--- src/rtl/fb_pkg.sv ---
`default_nettype none
// ============================================================================
// Module   : fb_pkg
// Purpose  : Shared constants and types for the framebuffer write path.
// Revision : 1.0  initial release
// ============================================================================
package fb_pkg;

    localparam int FB_W      = 150;
    localparam int FB_H      = 480;
    localparam int FB_PIXELS = 72000;

    localparam logic [7:0] REG_PIXEL  = 8'd0;
    localparam logic [7:0] REG_ORIGIN = 8'd1;
    localparam logic [7:0] REG_SIZE   = 8'd2;
    localparam logic [7:0] REG_GO     = 8'd3;

    typedef enum logic [0:0] {
        IDLE = 1'b0,
        FILL = 1'b1
    } fill_state_t;

    typedef struct packed {
        logic [16:0] addr;
        logic [7:0]  data;
    } pix_wr_t;

endpackage : fb_pkg
`default_nettype wire

--- src/rtl/fb_wr_fifo.sv ---
`default_nettype none
// ============================================================================
// Module   : fb_wr_fifo
// Purpose  : Synchronous FIFO of pixel writes with full/empty flags.
// Revision : 1.0  initial release
// ============================================================================
module fb_wr_fifo
    import fb_pkg::*;
#(
    parameter int DEPTH = 8
) (
    input  logic    clk,
    input  logic    i_rst_n,
    input  logic    i_push,
    input  pix_wr_t i_push_data,
    input  logic    i_pop,
    output pix_wr_t o_head,
    output logic    o_full,
    output logic    o_empty
);

    localparam int c_ptr_w = $clog2(DEPTH);

    pix_wr_t            r_mem [DEPTH];
    logic [c_ptr_w:0]   r_wr_ptr;
    logic [c_ptr_w:0]   r_rd_ptr;

    // Extra pointer bit distinguishes full from empty when the indices match.
    assign o_empty = (r_wr_ptr == r_rd_ptr);
    assign o_full  = (r_wr_ptr[c_ptr_w] != r_rd_ptr[c_ptr_w]) &&
                     (r_wr_ptr[c_ptr_w-1:0] == r_rd_ptr[c_ptr_w-1:0]);
    assign o_head  = r_mem[r_rd_ptr[c_ptr_w-1:0]];

    always_ff @(posedge clk) begin
        if (i_push && !o_full) begin
            r_mem[r_wr_ptr[c_ptr_w-1:0]] <= i_push_data;
        end
    end

    always_ff @(posedge clk or negedge i_rst_n) begin
        if (!i_rst_n) begin
            r_wr_ptr <= '0;
            r_rd_ptr <= '0;
        end else begin
            if (i_push && !o_full) begin
                r_wr_ptr <= r_wr_ptr + 1'b1;
            end
            if (i_pop && !o_empty) begin
                r_rd_ptr <= r_rd_ptr + 1'b1;
            end
        end
    end

endmodule : fb_wr_fifo
`default_nettype wire

--- src/rtl/fb_write_scheduler.sv ---
`default_nettype none
// ============================================================================
// Module   : fb_write_scheduler
// Purpose  : Arbitrates CPU pixel writes and a rectangle-fill engine onto the
//            single framebuffer write port. Build option VBLANK_GATE_EN
//            restricts memory writes to the vertical blanking interval.
// Revision : 1.0  initial release
// ============================================================================
module fb_write_scheduler
    import fb_pkg::*;
#(
    parameter int ADDR_W     = 17,
    parameter int FIFO_DEPTH = 8
) (
    input  logic              clk,
    input  logic              reset_n,
    input  logic              chipselect,
    input  logic              write,
    input  logic              read,
    input  logic [7:0]        address,
    input  logic [31:0]       writedata,
    output logic [31:0]       readdata,
    output logic              waitrequest,
    input  logic              in_vblank,
    output logic [ADDR_W-1:0] mem_wa,
    output logic [7:0]        mem_wd,
    output logic              mem_we,
    output logic              fill_done
);

    localparam logic [7:0]  c_fb_w     = 8'(FB_W);
    localparam logic [8:0]  c_fb_h     = 9'(FB_H);
    localparam logic [16:0] c_pixels   = 17'(FB_PIXELS);
    localparam logic [16:0] c_row_step = 17'(FB_W);

    fill_state_t r_state;
    fill_state_t w_state_next;

    logic        w_gate_ok;
    logic        w_wr;
    logic        w_push_acc;
    logic        w_push_ok;
    logic        w_cpu_issue;
    logic        w_fill_issue;
    logic        w_fill_last;
    logic        w_fifo_full;
    logic        w_fifo_empty;
    logic        w_fifo_push;
    logic        w_fifo_pop;
    pix_wr_t     w_fifo_head;
    pix_wr_t     w_push_pix;
    pix_wr_t     w_cpu_pix;

    logic        w_go;
    logic        w_go_clear;
    logic        w_go_start;
    logic        w_go_empty;
    logic        w_origin_ok;
    logic        w_size_ok;
    logic [7:0]  w_col_room;
    logic [8:0]  w_row_room;
    logic [7:0]  w_eff_w;
    logic [8:0]  w_eff_h;
    logic [16:0] w_row17;
    logic [16:0] w_start_base;
    logic        w_unused;

    logic [7:0]  r_org_col;
    logic [8:0]  r_org_row;
    logic [7:0]  r_size_w;
    logic [8:0]  r_size_h;
    logic [7:0]  r_eff_w;
    logic [8:0]  r_eff_h;
    logic [7:0]  r_col_cnt;
    logic [8:0]  r_row_cnt;
    logic [7:0]  r_colour;
    logic [16:0] r_base;
    logic        r_err;

`ifdef VBLANK_GATE_EN
    assign w_gate_ok = in_vblank;
    assign w_unused  = ^writedata[30:25];
`else
    assign w_gate_ok = 1'b1;
    assign w_unused  = ^{writedata[30:25], in_vblank};
`endif

    always_comb begin
        waitrequest = 1'b0;
        if (chipselect && write) begin
            if (address == REG_PIXEL) begin
                waitrequest = w_fifo_full;
            end else if (address == REG_ORIGIN || address == REG_SIZE ||
                         address == REG_GO) begin
                waitrequest = (r_state != IDLE);
            end
        end
    end

    assign w_wr       = chipselect && write && !waitrequest;
    assign w_push_pix = '{addr: writedata[24:8], data: writedata[7:0]};
    assign w_push_acc = w_wr && (address == REG_PIXEL);
    assign w_push_ok  = w_push_acc && (writedata[24:8] < c_pixels);

    // An empty FIFO is bypassed so an accepted push reaches memory next cycle.
    assign w_cpu_issue  = w_gate_ok && (!w_fifo_empty || w_push_ok);
    assign w_fifo_pop   = w_gate_ok && !w_fifo_empty;
    assign w_fifo_push  = w_push_ok && !(w_gate_ok && w_fifo_empty);
    assign w_cpu_pix    = w_fifo_empty ? w_push_pix : w_fifo_head;
    assign w_fill_issue = w_gate_ok && !w_cpu_issue && (r_state == FILL);
    assign w_fill_last  = (r_col_cnt == r_eff_w - 8'd1) &&
                          (r_row_cnt == r_eff_h - 9'd1);

    fb_wr_fifo #(
        .DEPTH       (FIFO_DEPTH)
    ) u_fifo (
        .clk         (clk),
        .i_rst_n     (reset_n),
        .i_push      (w_fifo_push),
        .i_push_data (w_push_pix),
        .i_pop       (w_fifo_pop),
        .o_head      (w_fifo_head),
        .o_full      (w_fifo_full),
        .o_empty     (w_fifo_empty)
    );

    // Clip the rectangle to the framebuffer; an off-screen origin means no fill.
    assign w_origin_ok = (r_org_col < c_fb_w) && (r_org_row < c_fb_h);
    assign w_col_room  = c_fb_w - r_org_col;
    assign w_row_room  = c_fb_h - r_org_row;
    assign w_eff_w     = !w_origin_ok ? 8'd0 :
                         (r_size_w < w_col_room) ? r_size_w : w_col_room;
    assign w_eff_h     = !w_origin_ok ? 9'd0 :
                         (r_size_h < w_row_room) ? r_size_h : w_row_room;
    assign w_size_ok   = (w_eff_w != 8'd0) && (w_eff_h != 9'd0);

    // row*150 as row*(128+16+4+2)
    assign w_row17      = {8'd0, r_org_row};
    assign w_start_base = (w_row17 << 7) + (w_row17 << 4) + (w_row17 << 2) +
                          (w_row17 << 1) + {9'd0, r_org_col};

    assign w_go       = w_wr && (address == REG_GO);
    assign w_go_clear = w_go && writedata[31];
    assign w_go_start = w_go && !writedata[31] && w_size_ok;
    assign w_go_empty = w_go && !writedata[31] && !w_size_ok;

    always_ff @(posedge clk or negedge reset_n) begin
        if (!reset_n) begin
            r_state <= IDLE;
        end else begin
            r_state <= w_state_next;
        end
    end

    always_comb begin
        w_state_next = r_state;
        case (r_state)
            IDLE: if (w_go_start) w_state_next = FILL;
            FILL: if (w_fill_issue && w_fill_last) w_state_next = IDLE;
            default: w_state_next = IDLE;
        endcase
    end

    always_ff @(posedge clk or negedge reset_n) begin
        if (!reset_n) begin
            r_org_col <= '0;
            r_org_row <= '0;
            r_size_w  <= '0;
            r_size_h  <= '0;
            r_eff_w   <= '0;
            r_eff_h   <= '0;
            r_col_cnt <= '0;
            r_row_cnt <= '0;
            r_colour  <= '0;
            r_base    <= '0;
            r_err     <= 1'b0;
        end else begin
            if (w_wr && address == REG_ORIGIN) begin
                r_org_row <= writedata[24:16];
                r_org_col <= writedata[7:0];
            end
            if (w_wr && address == REG_SIZE) begin
                r_size_h <= writedata[24:16];
                r_size_w <= writedata[7:0];
            end
            if (w_go_start) begin
                r_eff_w   <= w_eff_w;
                r_eff_h   <= w_eff_h;
                r_base    <= w_start_base;
                r_col_cnt <= '0;
                r_row_cnt <= '0;
                r_colour  <= writedata[7:0];
            end else if (w_fill_issue) begin
                if (r_col_cnt == r_eff_w - 8'd1) begin
                    r_col_cnt <= '0;
                    r_row_cnt <= r_row_cnt + 9'd1;
                    r_base    <= r_base + c_row_step;
                end else begin
                    r_col_cnt <= r_col_cnt + 8'd1;
                end
            end
            if (w_push_acc && !w_push_ok) begin
                r_err <= 1'b1;
            end else if (w_go_clear) begin
                r_err <= 1'b0;
            end
        end
    end

    always_ff @(posedge clk or negedge reset_n) begin
        if (!reset_n) begin
            mem_we    <= 1'b0;
            mem_wa    <= '0;
            mem_wd    <= '0;
            fill_done <= 1'b0;
            readdata  <= '0;
        end else begin
            mem_we    <= w_cpu_issue || w_fill_issue;
            fill_done <= w_go_empty || (w_fill_issue && w_fill_last);
            if (w_cpu_issue) begin
                mem_wa <= ADDR_W'(w_cpu_pix.addr);
                mem_wd <= w_cpu_pix.data;
            end else if (w_fill_issue) begin
                mem_wa <= ADDR_W'(r_base + {9'd0, r_col_cnt});
                mem_wd <= r_colour;
            end
            if (chipselect && read) begin
                readdata <= {27'd0, r_err, w_fifo_empty, w_fifo_full,
                             (r_state != IDLE), w_unused & 1'b0};
            end
        end
    end

endmodule : fb_write_scheduler
`default_nettype wire

--- config.mk ---
export PLATFORM = sky130hd
export DESIGN_NAME = fb_write_scheduler
export DESIGN_NICKNAME = d
export VERILOG_FILES = /design/src/rtl/fb_pkg.sv /design/src/rtl/fb_wr_fifo.sv /design/src/rtl/fb_write_scheduler.sv
export SDC_FILE = /design/constraint.sdc
export NUM_CORES = 1
export LEC_CHECK = 0
export BUFFER_PORTS_ARGS = -buffer_cell sky130_fd_sc_hd__buf_2
export CORE_ASPECT_RATIO = 1.1
export CORE_MARGIN = 2
export CORE_UTILIZATION = 30
export DETAILED_ROUTE_END_ITERATION = 8
export GPL_TIMING_DRIVEN = 0
export SLEW_MARGIN = 30
export SYNTH_ARGS = -nofsm -noshare
export SYNTH_HDL_FRONTEND = slang
export SYNTH_SLANG_ARGS = --single-unit
--- constraint.sdc ---
create_clock -name clk -period 4.56 [get_ports clk]
set_input_delay 0.456 -clock clk [delete_from_list [all_inputs] [get_ports clk]]
set_output_delay 0.456 -clock clk [all_outputs]
set_load 0.05 [all_outputs]
Word level (Yosys, flattened, before mapping)
Memory sizes are Yosys's and may differ from the RTL's.
Cells that the tools add are included.
{"block": "word_totals", "inputBits": 46, "latch_bits": 0, "elab_cells": 117, "mem_bits_rw": 200, "output_inout_bits": 60, "memories": 1, "mem_bits_ro": 0, "reg_bits": 134}
{"block": "classes", "n_shift": 0, "mul": 0, "n_addsub": 14, "reduce_logical": 41, "muxes": 28, "n_div": 0, "magnitude_cmp": 5, "n_eq_ne": 8, "bitwise_logic": 1}
{"memory": "u_fifo.r_mem", "depth": 8, "word_bits": 25, "rd": 1, "rd_clocked_by_memory_dff": 0, "wr": 1, "line": "fb_wr_fifo.sv:24", "source": "pix_wr_t r_mem [DEPTH];"}
{"cell": "17-bit 2-to-1 mux", "n": 5}
{"cell": "8-bit 2-to-1 mux", "n": 7}
{"cell": "9-bit 2-to-1 mux", "n": 5}
{"cell": "17-bit by 8-bit adder with 17-bit output", "n": 2}
{"cell": "25-bit 2-to-1 mux", "n": 1}
{"cell": "1-bit logical AND", "n": 21}
{"cell": "16-bit by 13-bit adder with 17-bit output", "n": 1}
{"cell": "17-bit by 10-bit adder with 17-bit output", "n": 1}
{"cell": "17-bit by 11-bit adder with 17-bit output", "n": 1}
{"cell": "17-bit by 8-bit adder with 17-bit output, second input constant", "n": 1}
{"cell": "17-bit < comparator, second input constant", "n": 1}
{"cell": "8-bit by 2-bit equality test with 1-bit output, second input constant", "n": 2}
{"cell": "9-bit by 1-bit adder with 9-bit output, second input constant", "n": 1}
{"cell": "9-bit equality test", "n": 1}
{"cell": "9-bit < comparator", "n": 1}
{"cell": "9-bit < comparator, second input constant", "n": 1}
{"cell": "1-bit 2-to-1 mux", "n": 9}
{"cell": "9-bit nonzero test", "n": 1}
{"cell": "9-bit by 1-bit subtractor with 9-bit output, second input constant", "n": 1}
{"cell": "9-bit subtractor, first input constant", "n": 1}
{"cell": "4-bit by 1-bit adder with 4-bit output, second input constant", "n": 2}
{"cell": "8-bit by 1-bit adder with 8-bit output, second input constant", "n": 1}
{"cell": "8-bit by 1-bit equality test with 1-bit output, second input constant", "n": 1}
{"cell": "8-bit equality test", "n": 1}
{"cell": "other kinds (15)", "n": 28}

Logic depth before layout (Yosys ltp)
Gate-level depths: netlist of run 1.
{"block": "depth", "ltp_word": 16, "mapped_depth": 16, "ltp_nobuf": 14}

Modules after synthesis
Synthesis of run 1 repeated with hierarchy kept, for this count alone.
{"block": "hier_totals", "hier_cells": 1302, "area_unflattened_um2": 17478.0}
{"module": "fb_write_scheduler", "seq_area_each_um2": 3153.0, "cells_per_inst": 956, "instances": 1, "area_per_inst_um2": 9248.9}
{"module": "fb_wr_fifo", "seq_area_each_um2": 6206.0, "cells_per_inst": 346, "instances": 1, "area_per_inst_um2": 8229.1}

Worst setup path before layout of run 1
Ideal clock, no wire load.
{"block": "synth_path", "path_kind": "input to register", "start": "in address[3]", "end": "mem u_fifo.r_mem[0][0] (netlist name), enable pin", "required_time_ps": 4122, "path_buffers": 1, "arrival_time_ps": 3606, "setup_slack_ps": 515, "setup_ps": 438, "cell_stages": 6, "path_cell_list": "nor4bb_1 nand3_1 or4_1 buf_2 or3_1 nor3_1"}
{"block": "synth_between", "elab_chain_cells": 14, "word_cells_on_any_way": 17, "cone_classes": "3 x eq/ne; 5 x mux; 9 x reduce/logical"}
{"item": "from (decl)", "line": "fb_write_scheduler.sv:20", "source": "input logic [7:0] address,"}
{"item": "8-bit by 1-bit equality test with 1-bit output / 8-bit by 2-bit equality test with 1-bit output (equally long branches)", "line": "fb_write_scheduler.sv:93", "source": "end else if (address == REG_ORIGIN || address == REG_SIZE ||"}
{"item": "1-bit logical OR (2 in series)", "line": "fb_write_scheduler.sv:93"}
{"item": "1-bit 2-to-1 mux", "line": "fb_write_scheduler.sv:93"}
{"item": "1-bit 2-to-1 mux", "line": "fb_write_scheduler.sv:91", "source": "if (address == REG_PIXEL) begin"}
{"item": "1-bit 2-to-1 mux", "line": "fb_write_scheduler.sv:90", "source": "if (chipselect && write) begin"}
{"item": "1-bit logical NOT", "line": "fb_write_scheduler.sv:100", "source": "assign w_wr = chipselect && write && !waitrequest;"}
{"item": "1-bit logical AND", "line": "fb_write_scheduler.sv:100"}
{"item": "1-bit logical AND *", "line": "fb_write_scheduler.sv:102", "source": "assign w_push_acc = w_wr && (address == REG_PIXEL);"}
{"item": "1-bit logical AND *", "line": "fb_write_scheduler.sv:103", "source": "assign w_push_ok = w_push_acc && (writedata[24:8] < c_pixels);"}
{"item": "1-bit logical AND *", "line": "fb_write_scheduler.sv:108", "source": "assign w_fifo_push = w_push_ok && !(w_gate_ok && w_fifo_empty);"}
{"item": "1-bit logical AND *", "line": "fb_wr_fifo.sv:35", "source": "if (i_push && !o_full) begin"}
{"item": "1-bit 2-to-1 mux *", "line": "fb_wr_fifo.sv:35"}
{"item": "1-bit 2-to-1 mux (implied by the code) *", "line": "fb_wr_fifo.sv:36", "source": "r_mem[r_wr_ptr[c_ptr_w-1:0]] <= i_push_data;"}
{"item": "to (decl)", "line": "fb_wr_fifo.sv:24"}
Every way passes the cells marked *; elsewhere a longest branch is shown, timed or not.

Worst setup path after layout of run 1
{"block": "layout_path", "start": "reg r_org_row[0]", "end": "reg r_base[16]"}
{"block": "layout_between", "elab_chain_cells": 9, "word_cells_on_any_way": 19, "cone_classes": "5 x add/sub; 2 x order compare; 4 x mux; 8 x reduce/logical"}
{"item": "from (decl)", "line": "fb_write_scheduler.sv:69", "source": "logic [8:0] r_org_row;"}
{"item": "from (signal assigned)", "line": "fb_write_scheduler.sv:179", "source": "r_org_row <= writedata[24:16];"}
{"item": "parallel branches: the longest is 9 deep, another holds 16-bit by 13-bit adder with 17-bit output"}
{"item": "to (signal assigned)", "line": "fb_write_scheduler.sv:189", "source": "r_base <= w_start_base;"}
{"item": "to (signal assigned)", "line": "fb_write_scheduler.sv:197", "source": "r_base <= r_base + c_row_step;"}
{"item": "to (decl)", "line": "fb_write_scheduler.sv:77", "source": "logic [16:0] r_base;"}
Parallel ways; which one is timed is not known.
A chain may end at the register's enable or synchronous reset.

==> results of run 1 <==
## kinds of logic (layout without fill, tap and decap cells)
family / after synthesis / after routing / share of synthesized area [%]
simple gates: 307 / 307 / 9.22
other cells: 1 / 29 / 0.0219
compound gates: 178 / 178 / 6.52
xor+xnor: 93 / 93 / 4.81
mux: 171 / 171 / 14.1
fa+ha+maj: 83 / 83 / 6.87
buf+inv: 122 / 276 / 3.65
flops: 334 / 334 / 54.8
## per-layer routing
layer  up-vias  global-route usage, %
met3        60                   3.03
met5         -                      0
met2       315                   25.7
met4         0                   4.36
met1      5539                   19.2
li1       5044                      -
## sequential cells by signal, indices dropped and copies added (netlist names), 4 cells and up
| name | flops |
|---|---|
| mem_wa | 17 |
| mem_wd | 8 |
| r_base | 17 |
| r_col_cnt | 8 |
| r_colour | 8 |
| r_eff_h | 9 |
| r_eff_w | 8 |
| r_org_col | 8 |
| r_org_row | 9 |
| r_row_cnt | 9 |
| r_size_h | 9 |
| r_size_w | 8 |
| readdata | 4 |
| u_fifo.r_mem | 200 |
| u_fifo.r_rd_ptr | 4 |
| u_fifo.r_wr_ptr | 4 |
## power by group
| part | internal [mW] | switching [mW] | total [mW] |
|---|---|---|---|
| Sequential | 3.37 | 0.150 | 3.52 |
| Clock | 1.84 | 1.27 | 3.11 |
| Combinational | 0.918 | 1.50 | 2.42 |
## cells in the final DEF, fill, tap and decap left out, types with 40 or more instances in the layout
cell type / synthesis / layout
o21ai_0: 40 / 40
ha_1: 65 / 65
buf_4: 36 / 44
buf_2: 11 / 80
nor2_1: 94 / 88
xnor2_1: 51 / 51
a21oi_1: 65 / 65
mux2i_1: 57 / 57
xor2_1: 41 / 41
edfxtp_1: 200 / 200
nand2_1: 60 / 60
dfrtp_1: 134 / 134
mux4_2: 50 / 50
## worst min-delay path by stage
stage,start,end,slack (ns),cells after the start
2_1_floorplan,reset_n,fill_done,0.16,0
3_3_place_gp,readdata[1],readdata[1],0.46,2
3_5_place_dp,readdata[2],readdata[2],0.47,2
4_1_cts,writedata[12],u_fifo.r_mem[4][12],0.17,1
5_1_grt,writedata[10],u_fifo.r_mem[7][10],0.19,1
6_report,writedata[8],u_fifo.r_mem[0][8],0.19,1
## final cells by class
class | instances | area (sq um) | share of cell area (%)
Timing Repair Buffer | 86 | 629 | 3.13
Clock buffer | 48 | 1030 | 5.12
Buffer | 86 | 490 | 2.44
Antenna cell | 1 | 2.50 | 0.0125
Inverter | 36 | 135 | 0.673
Multi-Input combinational cell | 860 | 7260 | 36.2
Clock inverter | 20 | 239 | 1.19
Tap cell | 744 | 931 | 4.64
Sequential cell | 334 | 9360 | 46.6
## critical path, cell delays in order, from the launching register on
cell and delay (ns):
dfrtp_1 0.62, fa_1 0.52, fa_1 0.47, ha_1 0.31
ha_1 0.24, fa_1 0.44, a211oi_1 0.26, nor2_1 0.09
o221ai_1 0.28, a21oi_1 0.15, a211o_1 0.31, a21oi_1 0.15
mux2i_1 0.09
## stage by stage
stage / TNS (ns) / std cells / utilization [%] / total power [mW]
after global placement: -130.95 / 2129 / 32.8 / 6.00
final: 0 / 2215 / 35.7 / 9.06
after floorplan: 0 / 1316 / - / 5.33
after detailed placement: 0 / 2145 / 33.4 / 6.04
after CTS: 0 / 2214 / 35.7 / 9.17
after global routing: 0 / 2214 / 35.7 / 9.45
## timing repair
item	in CTS	in global routing
setup buffers	0	0
hold endpoints to repair	72	0
hold buffers	1	0
==> flow_metrics.env, run 1 <==
export IMPL_critPathRequiredTime_ns=4.97
export IMPL_synth_area_per_cell_sq_um=13.3
export IMPL_maxSlewHeadroom_pct=34.3
export IMPL_via_count=11000
export IMPL_viasPerCell=4.95
export IMPL_rows=91
export IMPL_min_period_ns=4.05
export IMPL_clock_root_buffer="clkbuf_16"
export IMPL_antenna_left=0
export IMPL_rr_worst_depth=12
export IMPL_nFillCells=5431
export IMPL_synth_area_leader_cell="edfxtp_1"
export IMPL_rsz0062_at_grt="false"
export IMPL_crit_type="reg2reg"
export IMPL_clk_latency_ns=0.56
export IMPL_drt_pass1_iter_count=7
export IMPL_antenna_found_initial=0
export IMPL_highest_layer="met4"
export IMPL_gp_congestion=0.832
export IMPL_netlist_area_sq_um=17100
export IMPL_synth_commonest_cells="edfxtp_1 (200), dfrtp_1 (134), nor2_1 (94), a21oi_1 (65), ha_1 (65)"
export IMPL_synthCells=1289
export IMPL_leakage_nw=8.10
export IMPL_async_reset_ff_share_pct=40.1
export IMPL_grt_max_degree=74
export IMPL_cp_startpoint="r_org_row[0]"
export IMPL_fin_area_sq_um=20100
export IMPL_yosys_warnings=0
export IMPL_ys_seq_elements=334
export IMPL_finalMaxSlewViolations=0
export IMPL_fin_skew_ns=0.0310
export IMPL_ctsResizeCount=0
export IMPL_cts_buffers=37
export IMPL_critPathCapture="r_base[16]"
export IMPL_arrival_ns=4.46
export IMPL_cp_max_fo=10
export IMPL_grt_overflow=0
export IMPL_hp_class="in2reg"
export IMPL_cts_tree="built"
export IMPL_cts_sinks=334
export IMPL_initial_utilization_pct=30.4
export IMPL_rrSetupSlack_ns=0.51
export IMPL_io_buffers=69
export IMPL_r2r_start="r_org_row[0]"
export IMPL_wl_per_cell_microns=19.8
export IMPL_dieArea_sq_um=58900
export IMPL_met2_length_mm=21.4
export IMPL_fmax_ghz=0.247
export IMPL_syn2layout_area_growth_pct=17.5
export IMPL_die_h_microns=254
export IMPL_report_final_hold_viol_count=0
export IMPL_post_route_period_util_pct=88.8
export IMPL_wl_met1_mm=18.8
export IMPL_yosysMostFrequentCell="edfxtp_1"
export IMPL_path_clk_slew_ns=0.06
export IMPL_grt_pass1_vias=11000
export IMPL_drive_gt1_share_pct=21.6
export IMPL_yosysTopAreaCellShare_pct=35.1
export IMPL_setup_viol=0
export IMPL_pre_cts_ws_ns=0.463
export IMPL_wl_mm=43.9
export IMPL_fp_dieW_microns=232
export IMPL_powerDensity_nw_per_um2=451
export IMPL_drtIter0Drc=764
export IMPL_placedInstanceArea_sq_um=18800
export IMPL_cap_violations=0
export IMPL_dpl_hpwl_mm=31.2
export IMPL_grt_usage_pct=15.0
export IMPL_met3_length_mm=2.69
export IMPL_worst_pin_slew_ns=0.986
export IMPL_netlist_cell_type_count=72
export IMPL_grt_pass1_wl_mm=66.9
export IMPL_worstSetupEndpointType="flip-flop"
export IMPL_r2r_end="r_base[16]"
export IMPL_status="completed"
export IMPL_ios=106
export IMPL_ir_drop_v=0.000277
export IMPL_yosysSeqAreaShare_pct=54.8
export IMPL_fin_worst_hold_slack_ns=0.195
export IMPL_start_kind="flip-flop"
export IMPL_synth_top_cells_by_area="edfxtp_1 (35%), dfrtp_1 (20%), mux4_2 (6.6%), ha_1 (4.8%), mux2i_1 (3.3%)"
export IMPL_h_tree_depth=2
export IMPL_core_sq_um=56200
export IMPL_drc_errors=0
export IMPL_finalWorstSetupSlack_ns=0.509
export IMPL_nets=1570
export IMPL_synth_main_ff_cell="edfxtp_1"
export IMPL_synth_enable_flop_cells=200
export IMPL_clockBufferDepth=3
No activity file was read; power rests on OpenSTA's default activity.
==> run 2, diff against run 1 <==
Settings changed: CORE_MARGIN 2 to 1.
==> run 2 against run 1 <==
Net effect:
- register-to-register slack barely moved
- critical path depth did not move
- fmax rose by 0.28%
- final area fell by 0.65%
- clock-buffer cell count fell by 5
- critical endpoint unchanged
- largest cell class unchanged
==> flow_metrics.env, run 2 (same netlist as run 1, synthesis figures left out) <==
export IMPL_status="completed"
export IMPL_final_common_cell="edfxtp_1"
export IMPL_grt_pass1_wl_mm=67.4
export IMPL_core_sq_um=56100
export IMPL_seqCellArea_sq_um=9360
export IMPL_min_period_ns=4.04
export IMPL_finalMaxSlewViolations=0
export IMPL_fp_dieW_microns=230
export IMPL_leakage_nw=8.04
export IMPL_cts_sinks=334
export IMPL_dieArea_sq_um=57900
export IMPL_rows=91
export IMPL_antenna_found_initial=0
export IMPL_dpl_hpwl_mm=31.3
export IMPL_die_h_microns=252
export IMPL_final_cell_mix="edfxtp_1 (200), dfrtp_1 (134), nor2_1 (88)"
export IMPL_multi_input_area_sq_um=7260
export IMPL_report_final_hold_viol_count=0
export IMPL_p_total_mw=8.79
export IMPL_ios=106
export IMPL_worstSetupEndpointType="flip-flop"
export IMPL_clk_latency_ns=0.52
export IMPL_hp_class="in2reg"
export IMPL_cts_tree="built"
export IMPL_final_util_pct=35.5
export IMPL_largest_reg_flops=200
export IMPL_io_buffers=69
export IMPL_maxSlewHeadroom_pct=40.2
export IMPL_start_kind="flip-flop"
export IMPL_initial_utilization_pct=30.4
export IMPL_gp_congestion=0.853
export IMPL_nets=1567
export IMPL_grt_usage_pct=15.1
export IMPL_h_tree_depth=2
export IMPL_met3_usage_pct=2.02
export IMPL_wl_mm=43.4
export IMPL_fin_skew_ns=0.0234
export IMPL_antenna_left=0
export IMPL_cts_buffers=34
export IMPL_grt_overflow=0
export IMPL_hold_buffers=1
export IMPL_fmax_ghz=0.248
export IMPL_cap_violations=0
export IMPL_drive_gt1_share_pct=21.3
export IMPL_met1_usage_pct=18.9
export IMPL_rsz0062_at_grt="false"
export IMPL_nFillCells=5355
export IMPL_busiest_layer="met2"
export IMPL_cts_setup_buffers=0
export IMPL_clockBufferDepth=3
export IMPL_fin_worst_hold_slack_ns=0.226
export IMPL_cp_max_fo=10
export IMPL_grt_max_degree=71
export IMPL_ir_drop_v=0.000209
export IMPL_antenna_cells=0
export IMPL_grt_pass1_vias=11300
export IMPL_viasPerCell=4.92
export IMPL_critPathRequiredTime_ns=4.94
export IMPL_drtIter0Drc=724
export IMPL_post_route_period_util_pct=88.6
export IMPL_worst_pin_slew_ns=0.896
export IMPL_ctsResizeCount=0
export IMPL_syn2layout_area_growth_pct=16.7
export IMPL_setup_viol=0
export IMPL_grt_use_met2_pct=27.6
export IMPL_crit_type="reg2reg"
export IMPL_via_count=10900
export IMPL_arrival_ns=4.42
export IMPL_drt_pass1_iter_count=5
export IMPL_drc_errors=0
export IMPL_wl_per_cell_microns=19.7
export IMPL_powerDensity_nw_per_um2=441
export IMPL_path_clk_slew_ns=0.07
export IMPL_clock_root_buffer="clkbuf_16"
-- run 2: worst max-delay path, cell delays in order, from the launching register on --
cell and delay [ns]:
dfrtp_1 0.62, fa_1 0.52, fa_1 0.47, ha_1 0.31, ha_1 0.24, fa_1 0.43, a211oi_1 0.26, nor2_1 0.09
o221ai_1 0.26, a21oi_1 0.15, a211o_1 0.31, a21oi_1 0.16, mux2i_1 0.09
-- run 2: final cells by class --
cell class	instances	area share, %
flip-flops and latches	334	46.9
multi-input cells	860	36.4
clock buffers	43	4.74
well taps	744	4.67
repair buffers	86	3.19
plain buffers	86	2.46
clock inverters	18	0.935
inverters	36	0.677
-- run 2: through the flow --
step / instances / area (sq um) / setup slack (ns) / setup TNS (ns)
4_1_cts: 2207 / 19900 / 0.468 / 0
2_1_floorplan: 1316 / 17200 / 0.515 / 0
3_5_place_dp: 2145 / 18800 / 0.505 / 0
3_3_place_gp: 2129 / 18500 / -2.07 / -156.13
5_1_grt: 2207 / 19900 / 0.207 / 0
6_report: 2207 / 19900 / 0.520 / 0
-- run 2: final timing paths --
| check | to | slack (ns) | cells after the start | from |
|---|---|---|---|---|
| max in group asynchronous | r_base[0] | 3.28 | 3 | reset_n |
| hold / removal | u_fifo.r_mem[7][11] | 0.23 | 1 | writedata[11] |
| setup reg to reg | r_base[16] | 0.52 | 12 | r_org_row[0] |
| hold reg to reg | readdata[2] | 0.49 | 2 | readdata[2] |
| setup / recovery | r_base[16] | 0.52 | 12 | r_org_row[0] |
| min in group asynchronous | mem_wd[5] | 0.51 | 2 | reset_n |
-- run 2: report_power, final --
part	internal (mW)	switching, mW
logic	0.924	1.52
clock network	1.65	1.19
registers	3.37	0.138
total	5.95	2.84
-- run 2: per-layer routing --
metal	share of wire, %	routed length [microns]
met1	43	18600
met2	52	22400
met3	4.0	1740
met4	1.6	677
met5	0	0
